[config.mk]
export PLATFORM = sky130hd
export DESIGN_NAME = shell_manager
export DESIGN_NICKNAME = d
export VERILOG_FILES = /design/src/rtl/shell_manager.sv
export SDC_FILE = /design/constraint.sdc
export NUM_CORES = 1
export LEC_CHECK = 0
export CAP_MARGIN = 20
export CORE_MARGIN = 2
export CORE_UTILIZATION = 50
export DETAILED_ROUTE_END_ITERATION = 8
export PLACE_DENSITY = 0.85
export REMOVE_ABC_BUFFERS = 1
export SKIP_CTS_REPAIR_TIMING = 1
export SYNTH_ARGS = -nofsm -noshare
export SYNTH_HDL_FRONTEND = slang
export SYNTH_SLANG_ARGS = --single-unit
[constraint.sdc]
create_clock -name i_clk -period 3.1 [get_ports i_clk]
set_clock_uncertainty 0.05 [all_clocks]
set_input_delay 0.465 -clock i_clk [delete_from_list [all_inputs] [get_ports i_clk]]
set_output_delay 0.465 -clock i_clk [all_outputs]
set_load 0.01 [all_outputs]
[src/rtl/shell_manager.sv]
// Five-slot tank shell manager: spawns, advances, and retires shells on a MAP_W x MAP_H grid.
// Optional fire cooldown compiled in with `define SHELL_COOLDOWN_EN.
module shell_manager #(
   parameter int MAP_W    = 40,
   parameter int MAP_H    = 30,
   parameter int COOLDOWN = 8
) (
   input  logic       i_clk,
   input  logic       i_rst_n,
   input  logic       i_clear,
   input  logic       i_tick,
   input  logic       i_fire,
   input  logic [5:0] i_tank_x,
   input  logic [5:0] i_tank_y,
   input  logic [1:0] i_tank_dir,
   input  logic [4:0] i_hit,
   output logic [5:0] o_shell_0_x,
   output logic [5:0] o_shell_1_x,
   output logic [5:0] o_shell_2_x,
   output logic [5:0] o_shell_3_x,
   output logic [5:0] o_shell_4_x,
   output logic [5:0] o_shell_0_y,
   output logic [5:0] o_shell_1_y,
   output logic [5:0] o_shell_2_y,
   output logic [5:0] o_shell_3_y,
   output logic [5:0] o_shell_4_y,
   output logic [4:0] o_shell_valid,
   output logic       o_fire_ack
);

   typedef enum logic [1:0] {
      DIR_UP    = 2'd0,
      DIR_RIGHT = 2'd1,
      DIR_DOWN  = 2'd2,
      DIR_LEFT  = 2'd3
   } dir_e;

   typedef struct packed {
      logic       ok;
      logic [5:0] x;
      logic [5:0] y;
   } cell_t;

   localparam logic [6:0] MAX_X = 7'(MAP_W - 1);
   localparam logic [6:0] MAX_Y = 7'(MAP_H - 1);

   if (COOLDOWN < 1) begin : g_cooldown_range
      $error("shell_manager: COOLDOWN must be at least 1");
   end

   // 7-bit step: 0-1 becomes 127, which always fails the upper-bound test.
   function automatic cell_t step_cell(input logic [5:0] x, input logic [5:0] y, input dir_e d);
      logic [6:0] nx;
      logic [6:0] ny;
      cell_t      c;
      nx = {1'b0, x};
      ny = {1'b0, y};
      case (d)
         DIR_UP:    ny = ny - 7'd1;
         DIR_RIGHT: nx = nx + 7'd1;
         DIR_DOWN:  ny = ny + 7'd1;
         DIR_LEFT:  nx = nx - 7'd1;
      endcase
      c.ok = (nx <= MAX_X) && (ny <= MAX_Y);
      c.x  = nx[5:0];
      c.y  = ny[5:0];
      return c;
   endfunction

   logic [5:0] pos_x [5];
   logic [5:0] pos_y [5];
   dir_e       dir_q [5];
   logic [4:0] valid_q;
   logic       ack_q;

   cell_t      spawn;
   cell_t      mv [5];
   logic       has_free;
   logic [2:0] alloc_idx;
   logic       cd_open;
   logic       accept;

   always_comb begin
      spawn     = step_cell(i_tank_x, i_tank_y, dir_e'(i_tank_dir));
      has_free  = 1'b0;
      alloc_idx = '0;
      for (int unsigned k = 0; k < 5; k++) begin
         mv[k] = step_cell(pos_x[k], pos_y[k], dir_q[k]);
         if (!valid_q[k] && !has_free) begin
            has_free  = 1'b1;
            alloc_idx = 3'(k);
         end
      end
   end

   assign accept = i_fire && has_free && spawn.ok && cd_open && !i_clear;

`ifdef SHELL_COOLDOWN_EN
   localparam int CD_W = (COOLDOWN > 1) ? $clog2(COOLDOWN + 1) : 1;
   logic [CD_W-1:0] cd_q;

   assign cd_open = (cd_q == '0);

   always_ff @(posedge i_clk or negedge i_rst_n) begin
      if (!i_rst_n)
         cd_q <= '0;
      else if (i_clear)
         cd_q <= '0;
      else if (accept)
         cd_q <= CD_W'(COOLDOWN);
      else if (i_tick && cd_q != '0)
         cd_q <= cd_q - 1'b1;
   end
`else
   assign cd_open = 1'b1;
`endif

   // Per slot: clear > spawn (slot is free, so no move/hit applies) > hit > tick move.
   always_ff @(posedge i_clk or negedge i_rst_n) begin
      if (!i_rst_n) begin
         valid_q <= '0;
         ack_q   <= 1'b0;
         for (int unsigned k = 0; k < 5; k++) begin
            pos_x[k] <= '0;
            pos_y[k] <= '0;
            dir_q[k] <= DIR_UP;
         end
      end else begin
         ack_q <= accept;
         for (int unsigned k = 0; k < 5; k++) begin
            if (i_clear) begin
               valid_q[k] <= 1'b0;
            end else if (accept && alloc_idx == 3'(k)) begin
               pos_x[k]   <= spawn.x;
               pos_y[k]   <= spawn.y;
               dir_q[k]   <= dir_e'(i_tank_dir);
               valid_q[k] <= 1'b1;
            end else if (valid_q[k]) begin
               if (i_hit[k]) begin
                  valid_q[k] <= 1'b0;
               end else if (i_tick) begin
                  if (mv[k].ok) begin
                     pos_x[k] <= mv[k].x;
                     pos_y[k] <= mv[k].y;
                  end else begin
                     valid_q[k] <= 1'b0;
                  end
               end
            end
         end
      end
   end

   assign o_shell_0_x   = pos_x[0];
   assign o_shell_1_x   = pos_x[1];
   assign o_shell_2_x   = pos_x[2];
   assign o_shell_3_x   = pos_x[3];
   assign o_shell_4_x   = pos_x[4];
   assign o_shell_0_y   = pos_y[0];
   assign o_shell_1_y   = pos_y[1];
   assign o_shell_2_y   = pos_y[2];
   assign o_shell_3_y   = pos_y[3];
   assign o_shell_4_y   = pos_y[4];
   assign o_shell_valid = valid_q;
   assign o_fire_ack    = ack_q;

endmodule
==> impl_metrics.tcl, run 1 <==
set metrics [dict create \
    timing.final.ws_setup_ns -0.204 \
    rsz0062_at_grt "yes" \
    wl_per_cell_um 20.6 \
    end_kind "flip-flop" \
    cts_buffer_depth 2 \
    finalCritPeriodShare_pct 107 \
    clock_latency_ns 0.34 \
    antenna_left 0 \
    async_flop_share_pct 100 \
    min_path_type "in -> async" \
    wirelength_mm 23.6 \
    final_nets 1061 \
    die_area_sq_um 14600 \
    yosysSeqAreaShare_pct 28.0 \
    cts_buffers 9 \
    synth_cells 758 \
    dp.cells 1111 \
    grt.overflow.total 0 \
    place.gp.congestion 0.919 \
    fin_hold_ws_ns 0.212 \
    ys_ff_latch 76 \
    reg2reg_from "dir_q[8]$_DFFE_PN0P_" \
    grt_usage_pct 27.1 \
    cts.sinks 76 \
    setup_viol 26 \
    syn_avg_cell_area_sq_um 8.97 \
    maxCapViolCount 0 \
    num_rows 42 \
    required_ns 3.28 \
    io_buffers 89 \
    grt_pass1_wl_mm 31.6 \
    relSlewSlack_pct 35.4 \
    coreArea_sq_um 13200 \
    drc 0 \
    initial_core_util_pct 51.4 \
    slowest_stage "dfrtp_1" \
    syn_area_sq_um 6800 \
    fillers 847 \
    grt_pass1_vias 6436 \
    hold_violations 0 \
    period_needed_ns 3.30 \
    grt_antenna_before_repair 0 \
    fin_util_pct 73.8 \
    maxSlewViolCount 0 \
    crit_buf_inv 4 \
    cts-root-buf "clkbuf_16" \
    ff_latch_area_sq_um 1910 \
    max_freq_ghz 0.303 \
    synth_top_area_share_pct 28.0 \
    ir_drop_mv 0.846 \
    critPathArrivalTime_ns 3.48 \
    cts_tree "done" \
    cp_top_family "compound AO/OA/AOI/OAI gates" \
    yosys_warnings 0 \
    final_area_sq_um 9770 \
    synth_top_cells_by_area "dfrtp_1 28%, ha_1 11%, mux2i_1 7.4%" \
    areaGrowthSynthToFinish_pct 43.6 \
    ys_types 72 \
    multi_input_area_sq_um 5220 \
    die_x_um 121 \
    ioPinCount 90 \
    stdcell_count 1148 \
    yosys_most_used_dff "dfrtp_1" \
    tightest_slew_ns 0.970 \
    violations "negative setup slack" \
    critPathKind "reg -> reg" \
    grt_max_degree 77 \
    path_cells "inv_2 -> buf_6 -> nand2_8 -> ha_4 -> nor2b_4 -> o311ai_4 -> a211oi_2 -> or3_1 -> a221oi_2 -> buf_4 -> nand4_1 -> buf_6 -> a21o_4 -> a221oi_2" \
    placed_area_sq_um 8660 \
    critical_path.max_fanout 6 \
    power.density_nw_per_um2 501 \
    clkTransAtPathRegs_ns 0.06 \
    die_h_um 121 \
    dp_hpwl_mm 14.7 \
    num_antenna_cells 0 \
    cp-startpoint "dir_q[8]$_DFFE_PN0P_" \
    firstDrtPassIters 6 \
    max_stage_delay_ns 0.43 \
    via_count 7316 \
    p_leak_nw 4.54 \
    synth_edf_count 0 \
    status "finished with violations" \
    drtIter0Drc 645 \
    yosysTopAreaCell "dfrtp_1" \
    avgViaCountPerCell 6.37 \
    power.total_mw 4.89 \
    cts.htree.levels 3 \
    drive_gt1_share_pct 27.6 \
    cp-start-kind "flip-flop" \
]
## cells in the final DEF, fill, tap and decap left out, drive strengths merged, types with 12 or more instances in the layout
cell type and n:
buf 131, clkdlybuf4s50 77, dfrtp 76, nor2 67
ha 59, mux2i 50, nand2 46, inv 44
a21oi 38, o21ai 36, xor2 23, xnor2 20
nand3 19, nor2b 17, a211oi 15, nand2b 14
clkbuf 12
## power by group
part	leakage, nW	switching (mW)	internal, mW
Sequential	0.975	0.124	1.09
Clock	0.140	0.461	0.632
Combinational	3.43	1.36	1.22
Total	4.54	1.95	2.95
## final timing paths
| check | slack, ns | end | cells after the start |
|---|---|---|---|
| min reg2reg | 0.54 | o_shell_4_y[5]$_DFFE_PN0P_ | 1 |
| min | 0.21 | o_shell_0_y[5]$_DFFE_PN0P_ | 1 |
| min in group i_clk | 0.54 | o_shell_4_y[5]$_DFFE_PN0P_ | 1 |
| max | -0.20 | o_shell_0_y[4]$_DFFE_PN0P_ | 14 |
| max reg2reg | -0.20 | o_shell_0_y[4]$_DFFE_PN0P_ | 14 |
| max in group asynchronous | 2.09 | dir_q[0]$_DFFE_PN0P_ | 1 |
## routing by layer
layer  track usage, %  routed length [um]
met1             36.4                9190
met2             44.6               11400
met3             4.06                1860
met4             9.59                1130
met5                0                   0
## cells in the mapped netlist (10+ instances only)
master / number
dfrtp_1: 76
nor2_1: 67
ha_1: 59
mux2i_1: 50
nand2_1: 45
inv_1: 40
a21oi_1: 38
o21ai_0: 35
xor2_1: 23
xnor2_1: 20
nand3_1: 19
nor2b_1: 17
a211oi_1: 15
nand2b_1: 14
clkbuf_1: 12
fa_1: 11
nor3_1: 11
a21o_1: 10
nor3b_1: 10
o31ai_1: 10
## registers in the layout, summed over array words and instances (netlist names)
signal,cells
o_shell_0_y,6
o_shell_1_x,6
dir_q,10
o_fire_ack,1
o_shell_3_x,6
o_shell_3_y,6
o_shell_valid,5
o_shell_1_y,6
o_shell_4_y,6
o_shell_2_x,6
o_shell_4_x,6
o_shell_2_y,6
o_shell_0_x,6
## layout make-up
type / count / share of cell area [%]
Clock inverter: 6 / 0.730
Tap cell: 176 / 2.25
Sequential cell: 76 / 19.5
Clock buffer: 10 / 2.34
Inverter: 42 / 1.61
Timing Repair Buffer: 220 / 20.1
Multi-Input combinational cell: 618 / 53.5
## through the flow
step           TNS, ns  worst slack [ns]
3_5_place_dp    -41.85            -0.710
3_3_place_gp    -35.67            -0.617
5_1_grt          -6.92            -0.310
6_report         -1.62            -0.204
4_1_cts         -22.39            -0.459
2_1_floorplan    -9.27            -0.295
## cells by family (layout without fill, tap and decap cells)
| logic type | count (synthesis) | in the layout | synth area share, % |
|---|---|---|---|
| AND/OR/NAND/NOR | 243 | 243 | 18.8 |
| AO/OA/AOI/OAI | 203 | 203 | 21.0 |
| flip-flops | 76 | 76 | 28.0 |
| adder cells (fa/ha/maj) | 70 | 70 | 14.1 |
| buffers and inverters | 64 | 278 | 3.84 |
| multiplexers | 59 | 59 | 8.85 |
| XOR/XNOR | 43 | 43 | 5.54 |
Power figures use the tool's default switching activity.
==> run 2: changes to the inputs <==
--- a/config.mk
+++ b/config.mk
@@ -9,9 +9,10 @@
 export CORE_MARGIN = 2
 export CORE_UTILIZATION = 50
 export DETAILED_ROUTE_END_ITERATION = 8
-export PLACE_DENSITY = 0.85
+export PLACE_DENSITY = 0.76
 export REMOVE_ABC_BUFFERS = 1
 export SKIP_CTS_REPAIR_TIMING = 1
+export SKIP_LAST_GASP = 1
 export SYNTH_ARGS = -nofsm -noshare
 export SYNTH_HDL_FRONTEND = slang
 export SYNTH_SLANG_ARGS = --single-unit
==> run 2 against run 1 <==
The flow still finishes with violations (negative setup slack); sequential share of layout area down 0.27 points; sequential cell count unchanged; worst setup slack better by 0.0050 ns; first-iteration DRC count down 12%; combinational power down 8.1%; hold slack better by 0.019 ns; wire length down 1.5%; via count down 1.6%; total power down 0.76%; fmax up 0.15%; cell count about the same; largest power group unchanged.
==> impl_metrics.tcl, run 2 (synthesis results as in run 1) <==
set metrics [dict create \
    rsz0062_at_grt "yes" \
    power.total_mw 4.86 \
    end_kind "flip-flop" \
    avgViaCountPerCell 6.26 \
    die_h_um 121 \
    firstDrtPassIters 5 \
    cts_tree "done" \
    critPathKind "reg -> reg" \
    setup_viol 9 \
    clkTransAtPathRegs_ns 0.06 \
    via_count 7198 \
    multi_input_area_sq_um 5360 \
    p_leak_nw 4.57 \
    relSlewSlack_pct 33.7 \
    grt_usage_pct 28.7 \
    ff_latch_area_sq_um 1910 \
    critical_path.max_fanout 6 \
    period_needed_ns 3.30 \
    cp-start-kind "flip-flop" \
    num_rows 42 \
    largest_reg_flops 10 \
    coreArea_sq_um 13200 \
    grt.overflow.total 0 \
    timing.final.ws_setup_ns -0.199 \
    drtIter0Drc 569 \
    die_x_um 121 \
    clock_latency_ns 0.34 \
    initial_core_util_pct 51.4 \
    pre_cts_slack_ns -0.714 \
    cts_buffer_depth 2 \
    cts_buffers 9 \
    cts.htree.levels 3 \
    grt_max_degree 77 \
    grt_pass1_wl_mm 33.7 \
    io_buffers 89 \
    final_cell_mix "124 x buf_4, 78 x clkdlybuf4s50_1, 72 x dfrtp_1" \
    final_area_sq_um 9900 \
    dp_hpwl_mm 15.8 \
    maxSlewViolCount 0 \
    grt_pass1_vias 6940 \
    grt_antenna_before_repair 2 \
    path_cells "inv_2 -> buf_4 -> nor2_4 -> ha_1 -> a211oi_1 -> nor2_1 -> nor2_1 -> o22ai_1 -> a31oi_1 -> nand4_1 -> buf_6 -> a21o_4 -> buf_4 -> and2_1" \
    ir_drop_mv 0.762 \
    placed_area_sq_um 8580 \
    final_nets 1060 \
    hold_violations 0 \
    min_path_type "in -> async" \
    die_area_sq_um 14600 \
    required_ns 3.28 \
    max_freq_ghz 0.303 \
    max_stage_delay_ns 0.40 \
    wl_per_cell_um 20.3 \
    final_common_cell "buf_4" \
    timing.setup.tns_ns -0.797 \
    violations "negative setup slack" \
    tightest_slew_ns 0.994 \
    slowest_stage "a211oi_1" \
    cts-root-buf "clkbuf_16" \
    drc 0 \
    status "finished with violations" \
    cts.sinks 76 \
    antenna_left 0 \
    finalCritPeriodShare_pct 106 \
    drive_gt1_share_pct 29.6 \
    largest_register "dir_q" \
    power.density_nw_per_um2 490 \
    areaGrowthSynthToFinish_pct 45.6 \
    place.gp.congestion 0.903 \
    wirelength_mm 23.3 \
    ioPinCount 90 \
    maxCapViolCount 0 \
    critPathArrivalTime_ns 3.48 \
    crit_buf_inv 4 \
    cp_top_family "compound AO/OA/AOI/OAI gates" \
    fillers 888 \
]
run 2: changes by cell type in the layout (fill, tap and decap cells not counted), sizes merged:
cell | before | now
bufinv | 1 | 3
clkdlybuf4s50 | 77 | 78
clkinv | 1 | 2
clkinvlp | 2 | 1
diode | 0 | 2
dlymetal6s2s | 10 | 8
inv | 44 | 42
run 2: worst paths after layout:
kind                                                 start                    endpoint  slack, ns  cells after the start
worst max register to register        dir_q[8]$_DFFE_PN0P_  o_shell_0_y[5]$_DFFE_PN0P_      -0.20                     14
worst max-delay path                  dir_q[8]$_DFFE_PN0P_  o_shell_0_y[5]$_DFFE_PN0P_      -0.20                     14
min in group i_clk              o_shell_0_y[5]$_DFFE_PN0P_  o_shell_0_y[5]$_DFFE_PN0P_       0.52                      1
worst min-delay path                               i_rst_n  o_shell_0_y[5]$_DFFE_PN0P_       0.23                      1
worst min register to register  o_shell_0_y[5]$_DFFE_PN0P_  o_shell_0_y[5]$_DFFE_PN0P_       0.52                      1
max in group asynchronous                          i_rst_n        dir_q[3]$_DFFE_PN0P_       2.05                      1
run 2: routing by layer:
metal,global-route usage [%],part of all wire (%)
met5,0,0
met4,12.9,3.5
met3,3.87,7.0
met2,48.5,50
met1,36.6,40
run 2: area by class of cell:
class | count | share of cell area [%]
multi-input cells | 618 | 54.1
flip-flops and latches | 76 | 19.3
repair buffers | 219 | 19.3
clock buffers | 10 | 2.41
well taps | 176 | 2.22
inverters | 42 | 1.62
clock inverters | 6 | 1.12
diodes | 2 | 0.0505
run 2: worst register-to-register path, stage by stage (launching register included):
cell and delay (ns):
dfrtp_1 0.38, inv_2 0.07, buf_4 0.14, nor2_4 0.22
ha_1 0.28, a211oi_1 0.40, nor2_1 0.12, nor2_1 0.20
o22ai_1 0.15, a31oi_1 0.27, nand4_1 0.20, buf_6 0.19
a21o_4 0.24, buf_4 0.14, and2_1 0.14
run 2: power by group:
part / internal (mW) / switching (mW) / total, mW
Sequential: 1.09 / 0.135 / 1.23
Combinational: 1.15 / 1.23 / 2.38
Clock: 0.809 / 0.437 / 1.25
run 2: through the flow:
step | hold slack [ns] | std cells | util (%)
3_3_place_gp | 0.490 | 1102 | 64.8
2_1_floorplan | 0.119 | 736 | -
4_1_cts | 0.287 | 1118 | 67.4
6_report | 0.231 | 1149 | 74.8
3_5_place_dp | 0.492 | 1102 | 64.8
5_1_grt | 0.318 | 1148 | 74.8
